## config.mk

```make
export PLATFORM = sky130hd
export DESIGN_NAME = operand_fetch_stage
export DESIGN_NICKNAME = d
export VERILOG_FILES = /design/src/rtl/operand_fetch_stage.sv
export SDC_FILE = /design/constraint.sdc
export NUM_CORES = 1
export LEC_CHECK = 0
export CELL_PAD_IN_SITES_DETAIL_PLACEMENT = 1
export CELL_PAD_IN_SITES_GLOBAL_PLACEMENT = 2
export CORE_ASPECT_RATIO = 0.7
export CORE_MARGIN = 5
export CORE_UTILIZATION = 24
export DETAILED_ROUTE_END_ITERATION = 8
export PLACE_DENSITY_LB_ADDON = 0.08
export SLEW_MARGIN = 20
export SYNTH_ARGS = -nofsm -noshare
export SYNTH_HDL_FRONTEND = slang
export SYNTH_SLANG_ARGS = --single-unit
```

## constraint.sdc

```tcl
create_clock -name clk -period 6.9 [get_ports clk]
set_input_delay 2.07 -clock clk [delete_from_list [all_inputs] [get_ports clk]]
set_output_delay 2.07 -clock clk [all_outputs]
set_load 0.1 [all_outputs]
```

## src/rtl/operand_fetch_stage.sv

```systemverilog
// operand_fetch_stage
//   ID stage between instruction fetch and execute. Decodes the incoming
//   instruction, drives the register-file read addresses, bypasses the
//   same-cycle write-back into the operands, sign-extends the immediate and
//   registers everything into the ID/EX pipeline register. A load followed
//   by a dependent instruction inserts one bubble and back-pressures fetch.
//
// Ports
//   clk, reset            rising-edge clock, synchronous active-high reset
//   instr, instrValid     instruction from fetch
//   instrReady            stage accepts instr this cycle
//   rfReadReg1/2          register file read addresses (rs / rt)
//   rfReadData1/2         register file read data
//   wbRegWrite/WriteReg/WriteData   write-back port, used for bypass
//   exStall               execute holds; ID/EX frozen
//   ex*                   ID/EX register contents
//   stallCount            saturating count of inserted bubbles
module operand_fetch_stage #(
    parameter int STALL_CNT_W = 16
) (
    input  logic                   clk,
    input  logic                   reset,
    input  logic [31:0]            instr,
    input  logic                   instrValid,
    output logic                   instrReady,
    output logic [4:0]             rfReadReg1,
    output logic [4:0]             rfReadReg2,
    input  logic [31:0]            rfReadData1,
    input  logic [31:0]            rfReadData2,
    input  logic                   wbRegWrite,
    input  logic [4:0]             wbWriteReg,
    input  logic [31:0]            wbWriteData,
    input  logic                   exStall,
    output logic                   exValid,
    output logic [31:0]            exOpA,
    output logic [31:0]            exOpB,
    output logic [31:0]            exImm,
    output logic [4:0]             exRs,
    output logic [4:0]             exRt,
    output logic [4:0]             exWriteReg,
    output logic                   exRegWrite,
    output logic                   exMemRead,
    output logic                   exMemWrite,
    output logic                   exBranch,
    output logic                   exAluSrcImm,
    output logic                   exIllegal,
    output logic [STALL_CNT_W-1:0] stallCount
);

    localparam logic [5:0] OP_RTYPE = 6'h00;
    localparam logic [5:0] OP_LW    = 6'h23;
    localparam logic [5:0] OP_SW    = 6'h2B;
    localparam logic [5:0] OP_BEQ   = 6'h04;
    localparam logic [5:0] OP_ADDI  = 6'h08;

    localparam logic [STALL_CNT_W-1:0] CNT_ONE = {{(STALL_CNT_W-1){1'b0}}, 1'b1};

    logic [5:0]  opcode;
    logic [4:0]  rs, rt, rd;
    logic [31:0] op_a, op_b, imm_ext;

    logic       dec_reg_write, dec_mem_read, dec_mem_write;
    logic       dec_branch, dec_alu_src_imm, dec_illegal, uses_rt;
    logic [4:0] dec_write_reg;
    logic       hazard;

    assign opcode = instr[31:26];
    assign rs     = instr[25:21];
    assign rt     = instr[20:16];
    assign rd     = instr[15:11];

    assign rfReadReg1 = rs;
    assign rfReadReg2 = rt;

    // The register file writes on the clock edge, so a write-back to a
    // source register this cycle is not yet visible on readData.
    assign op_a = (wbRegWrite && (wbWriteReg == rs)) ? wbWriteData : rfReadData1;
    assign op_b = (wbRegWrite && (wbWriteReg == rt)) ? wbWriteData : rfReadData2;

    assign imm_ext = {{16{instr[15]}}, instr[15:0]};

    always_comb begin
        dec_reg_write   = 1'b0;
        dec_mem_read    = 1'b0;
        dec_mem_write   = 1'b0;
        dec_branch      = 1'b0;
        dec_alu_src_imm = 1'b0;
        dec_illegal     = 1'b0;
        dec_write_reg   = 5'd0;
        uses_rt         = 1'b0;
        case (opcode)
            OP_RTYPE: begin
                dec_reg_write = 1'b1;
                dec_write_reg = rd;
                uses_rt       = 1'b1;
            end
            OP_LW: begin
                dec_reg_write   = 1'b1;
                dec_mem_read    = 1'b1;
                dec_alu_src_imm = 1'b1;
                dec_write_reg   = rt;
            end
            OP_SW: begin
                dec_mem_write   = 1'b1;
                dec_alu_src_imm = 1'b1;
                uses_rt         = 1'b1;
            end
            OP_BEQ: begin
                dec_branch = 1'b1;
                uses_rt    = 1'b1;
            end
            OP_ADDI: begin
                dec_reg_write   = 1'b1;
                dec_alu_src_imm = 1'b1;
                dec_write_reg   = rt;
            end
            default: dec_illegal = 1'b1;
        endcase
    end

    // Load in EX whose destination is a source here: the loaded value is not
    // available for forwarding until one cycle later.
    assign hazard = exValid && exMemRead && instrValid && (exWriteReg != 5'd0) &&
                    ((exWriteReg == rs) || (uses_rt && (exWriteReg == rt)));

    assign instrReady = !exStall && !hazard;

    always_ff @(posedge clk) begin
        if (reset) begin
            exValid     <= 1'b0;
            exOpA       <= '0;
            exOpB       <= '0;
            exImm       <= '0;
            exRs        <= '0;
            exRt        <= '0;
            exWriteReg  <= '0;
            exRegWrite  <= 1'b0;
            exMemRead   <= 1'b0;
            exMemWrite  <= 1'b0;
            exBranch    <= 1'b0;
            exAluSrcImm <= 1'b0;
            exIllegal   <= 1'b0;
            stallCount  <= '0;
        end else if (!exStall) begin
            if (hazard) begin
                // Bubble: data fields keep their old values.
                exValid     <= 1'b0;
                exRegWrite  <= 1'b0;
                exMemRead   <= 1'b0;
                exMemWrite  <= 1'b0;
                exBranch    <= 1'b0;
                exAluSrcImm <= 1'b0;
                exIllegal   <= 1'b0;
                if (stallCount != '1)
                    stallCount <= stallCount + CNT_ONE;
            end else begin
                exValid     <= instrValid;
                exOpA       <= op_a;
                exOpB       <= op_b;
                exImm       <= imm_ext;
                exRs        <= rs;
                exRt        <= rt;
                exWriteReg  <= dec_write_reg;
                exRegWrite  <= instrValid && dec_reg_write;
                exMemRead   <= instrValid && dec_mem_read;
                exMemWrite  <= instrValid && dec_mem_write;
                exBranch    <= instrValid && dec_branch;
                exAluSrcImm <= instrValid && dec_alu_src_imm;
                exIllegal   <= instrValid && dec_illegal;
            end
        end
    end

endmodule

```

==> results.yml, run 1 <==
critical_path:
  worstSetupPathType: "in -> out"
  path_max_fanout: 8
  cp.required_ps: 4830
  startpoint_type: "input port"
  r2r-start: "exWriteReg[0]"
  critPathCaptureType: "output pin"
  critical_path.startpoint: "instr[31]"
  cp.arrival_ps: 3990
power_and_ir_drop:
  p_total_mw: 2.412
  p_leak_nw: 3.229
  power_switching_mw: 0.8081
  p_sw_share_pct: 33.50
  ir_worst_vdd_mv: 0.1561
  pwr-share-comb_pct: 26.7
  pwr-share-clk_pct: 42.5
  p_int_mw: 1.604
  share_seq_of_total_power_pct: 30.8
  power_density_nw_per_um2: 267.4
grt:
  grt.total_usage_pct: 15.75
  gr-total-overflow: 0
  grt_pass1_wl_um: 31550
  antenna_found_initial: 3
  grt_max_degree: 117
  grt_pass1_vias: 5423
floorplan:
  pin_count: 283
  die_h_um: 136.8
  core_area_um2: 22620
  start_util_pct: 24.36
  placementRows: 46
  die_w_um: 191.1
  die_area_um2: 26140
synthesis:
  synth_edf_count: 0
  synthMuxAreaShare_pct: 16.92
  yosysUniqueCellTypes: 40
  synth_ff_type: "dfxtp_1"
  synthCells: 581
  synth_compound_area_share_pct: 14.60
  async_flop_share_pct: 0
  syn_avg_cell_area_um2: 9.484
  synth-seq-cells: 118
  synthSimpleGateAreaFrac_pct: 13.65
  synthXorXnorAreaFrac_pct: 4.133
  syn_nets: 720
  synth_top_family_by_area: "multiplexers"
  yosysSeqAreaShare_pct: 42.87
  synth-warning-count: 0
  syn_area_um2: 5510
  synthAdderAreaFrac_pct: 0.2271
clocking:
  clockRootBuffer: "clkbuf_16"
  cts_buffers: 17
  post-cts-setup-buffers: 0
  cts_hold_buf: 0
  clockBufferDepth: 2
  cts_sinks: 118
  h-tree-depth: 4
  clk_pin_slew_ps: 50
  cts_tree: "yes"
  clkLatencyLatePin_ps: 410
  cts_resized: 0
timing:
  max_freq_ghz: 0.1650
  setup_tns_ps: 0
  period_needed_ps: 6062
  finalMaxSlewViolations: 0
  worst_pin_slew_ps: 1054
  fin_skew_ps: 10.89
  setup_violations: 0
  relSlewSlack_pct: 29.52
  hold_violations: 0
  rsz0062_at_grt: "false"
  post-route-period-util_pct: 87.86
route:
  routedWlPerCell_um: 18.48
  first_iter_violations: 184
  ant_nets: 0
  drtPass1Iterations: 5
  viasPerCell: 4.587
  drc: 0
  wirelength_um: 21110
  vias: 5238
place:
  dp_cells: 1110
  placed_area_um2: 8337
  hpwl_um: 15740
  io_buffers: 282
  gp_congestion: 0.8041
finish:
  nets: 956
  instances_no_fill: 1142
  final_common_cell: "clkdlybuf4s50_1"
  area_delta_synth_final_pct: 63.71
  fin_util_pct: 39.88
  layout_common_cells: "clkdlybuf4s50_1 (270), dfxtp_1 (118), nor2_1 (113), mux2i_1 (92), a211oi_1 (69)"
  final_area_um2: 9021
  antennaDiodeCount: 0
  drive_gt1_share_pct: 6.867
flow_run:
  drv_cap: 0
worst_hold_path:
  min-delay-start: "exRegWrite"
  hp-class: "reg -> reg"
outcome:
  status: "finished, final reports clean"
## layout make-up
type | count | area, um2
clock buffer | 20 | 456.7
tap | 312 | 390.4
fill | 2540 | 13600
multi-input combinational | 392 | 2745
sequential | 118 | 2362
inverter | 3 | 11.26
clock inverter | 12 | 224.0
timing repair buffer | 285 | 2831
## worst paths after layout
kind,end,slack (ps),cells past startpoint
setup reg to reg,exOpA[28],3420,8
setup / recovery,instrReady,840,6
hold reg to reg,exRegWrite,470,2
hold / removal,exRegWrite,470,2
## cell usage after synthesis, types with 7 or more instances
master    number  area [um2]
clkbuf_1      16       60.06
and3_1        10       62.56
xnor2_1        9       78.83
or3_1          8       50.05
a211oi_1      69       518.0
buf_2         20       100.1
o21ai_0        8       40.04
a21oi_1       13       65.06
a22oi_1        7       52.55
xor2_1        17       148.9
buf_4         29       217.7
nor2_1       113       424.2
dfxtp_1      118        2362
mux2i_1       92       920.9
## metrics by stage
stage | setup slack, ps | hold WS, ps
2_1_floorplan | 1259 | 906.0
3_3_place_gp | 871.6 | 462.0
3_5_place_dp | 836.0 | 467.8
4_1_cts | 830.6 | 478.6
5_1_grt | 730.8 | 497.2
6_report | 838.0 | 474.0
## sequential cells by signal (all words and copies together), names as in the netlist, 5 cells and up
signal and flops:
exImm 16, stallCount 16, exRt 5, exWriteReg 5, exOpA 32, exRs 5
exOpB 32
## power by group through the flow
stage | clock network [mW] | logic (mW) | registers, mW
finish | 1.03 | 0.644 | 0.743
global route | 1.09 | 0.669 | 0.748
CTS | 1.06 | 0.651 | 0.744
detailed placement | 0 | 0.649 | 0.758
global placement | 0 | 0.645 | 0.757
floorplan | 0 | 0.179 | 1.03
## critical path, cell delays in order
cell and delay (ps):
clkdlybuf4s50_1 480, nor4_2 390, a21oi_1 130, nor4b_4 610, nor3_4 110, buf_12 200
## cells by family after synthesis
kind of cell    Yosys count
fa+ha+maj                 1
mux                      93
simple gates            161
flops                   118
compound gates          111
buf+inv                  71
xor+xnor                 26
## metal layers
layer	vias up	wire length (um)	GRT usage [%]
met3	16	2105	7.522
met5	-	36	0
met4	6	118	2.871
met2	180	9825	26.44
met1	2496	9022	18.66
li1	2540	-	-
Power figures use the tool's default switching activity.
==> run 2, diff against run 1 <==
--- a/config.mk
+++ b/config.mk
@@ -9,7 +9,8 @@
 export CELL_PAD_IN_SITES_GLOBAL_PLACEMENT = 2
 export CORE_ASPECT_RATIO = 0.7
 export CORE_MARGIN = 5
-export CORE_UTILIZATION = 24
+export CORE_UTILIZATION = 25
+export CTS_BUF_LIST = sky130_fd_sc_hd__clkbuf_4 sky130_fd_sc_hd__clkbuf_8
 export DETAILED_ROUTE_END_ITERATION = 8
 export PLACE_DENSITY_LB_ADDON = 0.08
 export SLEW_MARGIN = 20
==> run 2 against run 1 <==
  * Combinational power is essentially flat
  * Clock skew grew 1.6 ps
  * Design area shrank 3.1%
  * Power shrank 15%
  * Final cell count shrank 2.5%
  * First-iteration DRC count shrank 29%
  * Setup slack gained 9.1 ps
  * Count of clock-buffer cells in the layout grew 3
  * Routed wire length shrank 1.8%
  * Fmax grew 0.15%
  * Via count shrank 0.48%
  * Non-clock buffer count grew 2
  * Critical path type unchanged
  * Highest routed layer unchanged
==> results.yml, run 2 (same netlist as run 1, synthesis figures left out) <==
power_and_ir_drop:
  p_leak_nw: 3.135
  power_density_nw_per_um2: 235.1
  p_int_mw: 1.298
  power_switching_mw: 0.7565
  pwr-share-clk_pct: 32.5
  ir_worst_vdd_mv: 0.09178
  share_seq_of_total_power_pct: 36.1
  pwr-share-comb_pct: 31.4
  p_sw_share_pct: 36.83
timing:
  setup_violations: 0
  relSlewSlack_pct: 25.70
  rsz0062_at_grt: "false"
  setup_tns_ps: 0
  max_freq_ghz: 0.1652
  hold_violations: 0
  period_needed_ps: 6053
  fin_skew_ps: 12.49
  post-route-period-util_pct: 87.72
  finalMaxSlewViolations: 0
  holdWs_ps: 483.7
  setup_ws_ps: 847.1
  worst_pin_slew_ps: 1114
route:
  routedWlPerCell_um: 18.60
  drc: 0
  first_iter_violations: 130
  ant_nets: 0
  viasPerCell: 4.680
  vias: 5213
  wirelength_um: 20720
  drtPass1Iterations: 4
critical_path:
  ff2ff_path_depth: 8
  path_max_fanout: 8
  worstSetupPathType: "in -> out"
  cp_slowest_stage_delay_ps: 640
  r2r-start: "exWriteReg[0]"
  startpoint_type: "input port"
  path_cells: "clkdlybuf4s50_1 > xnor2_1 > nand4_1 > nor4b_4 > nor3_4 > buf_12"
  critical_path.startpoint: "instr[17]"
  cp_slowest_cell: "clkdlybuf4s50_1"
  critPathCaptureType: "output pin"
  crit_family: "simple AND/OR/NAND/NOR gates"
  crit_buf_inv: 2
  r2r-end: "exOpB[28]"
  cp.required_ps: 4830
  r2r_setup_slack_ps: 3150
  cp.arrival_ps: 3980
clocking:
  cts_tree: "yes"
  h-tree-depth: 4
  clockRootBuffer: "clkbuf_8"
  post-cts-setup-buffers: 0
  cts_hold_buf: 0
  cts_sinks: 118
  clockBufferDepth: 2
  cts_resized: 0
  cts_buffers: 17
  clk_pin_slew_ps: 70
  clkLatencyLatePin_ps: 430
floorplan:
  die_h_um: 134.2
  die_w_um: 187.4
  core_area_um2: 21680
  pin_count: 283
  start_util_pct: 25.42
  die_area_um2: 25160
  placementRows: 45
grt:
  grt_pass1_wl_um: 31760
  grt.total_usage_pct: 16.03
  grt_max_degree: 109
  antenna_found_initial: 3
  gr-total-overflow: 0
  grt_pass1_vias: 5443
finish:
  multi_input_area_um2: 2738
  layout_common_cells: "clkdlybuf4s50_1 (270), dfxtp_1 (118), nor2_1 (113), mux2i_1 (92), a211oi_1 (69)"
  final_common_cell: "clkdlybuf4s50_1"
  nets: 958
  reg_top3: "exOpA x32, exOpB x32"
  drive_gt1_share_pct: 7.100
  layout.area.seq_um2: 2362
  area_delta_synth_final_pct: 58.56
  final_area_um2: 8737
  fillers: 2450
flow_run:
  drv_cap: 0
place:
  hpwl_um: 15530
  dp_slack_ps: 814.2
  gp_congestion: 0.8095
  placed_area_um2: 8299
  io_buffers: 282
worst_hold_path:
  hp-class: "reg -> reg"
  min-delay-start: "exValid"
  hold_depth: 2
  holdPathEnd: "exValid"
outcome:
  status: "finished, final reports clean"
[run 2: worst max-delay path by stage]
stage            endpoint  slack [ps]  cells past startpoint
3_3_place_gp   instrReady         860                      6
2_1_floorplan  instrReady        1260                      7
3_5_place_dp   instrReady         810                      6
4_1_cts        instrReady         800                      6
5_1_grt        instrReady         710                      6
6_report       instrReady         850                      6
[run 2: power groups by stage]
| stage | Combinational [mW] | Sequential, mW | Clock, mW |
|---|---|---|---|
| 2_1_floorplan | 0.179 | 1.03 | 0 |
| 3_3_place_gp | 0.644 | 0.756 | 0 |
| 3_5_place_dp | 0.648 | 0.758 | 0 |
| 4_1_cts | 0.649 | 0.743 | 0.699 |
| 5_1_grt | 0.671 | 0.748 | 0.727 |
| 6_report | 0.644 | 0.742 | 0.668 |
[run 2: area by class of cell]
cell class              count  area share [%]
clock inverters             8           1.418
well taps                 282           4.038
multi-input cells         392           31.33
inverters                   3          0.1289
diodes                      1         0.02864
flip-flops and latches    118           27.04
clock buffers              23           3.337
repair buffers            287           32.68
[run 2: worst register-to-register path, stage by stage (launching register included)]
cell and delay [ps]:
dfxtp_1 390, or4_1 590, nor2_1 230, nor4_4 140
nor3_4 210, buf_4 700, buf_4 950, nor2_1 220
a211oi_1 240
[run 2: per-layer routing]
metal | track usage [%] | up-vias | wire length, um
li1 | - | 2545 | -
met2 | 24.52 | 176 | 9179
met3 | 6.972 | 24 | 1830
met1 | 20.52 | 2464 | 9345
met4 | 4.931 | 4 | 342
met5 | 0 | - | 21
[run 2: per-stage QoR]
step	utilization, %	total power [mW]	std cells
detailed placement	38.29	1.406	1081
finish	40.31	2.054	1114
floorplan	-	1.205	581
CTS	40.20	2.092	1112
global placement	38.29	1.400	1081
global route	40.31	2.146	1114
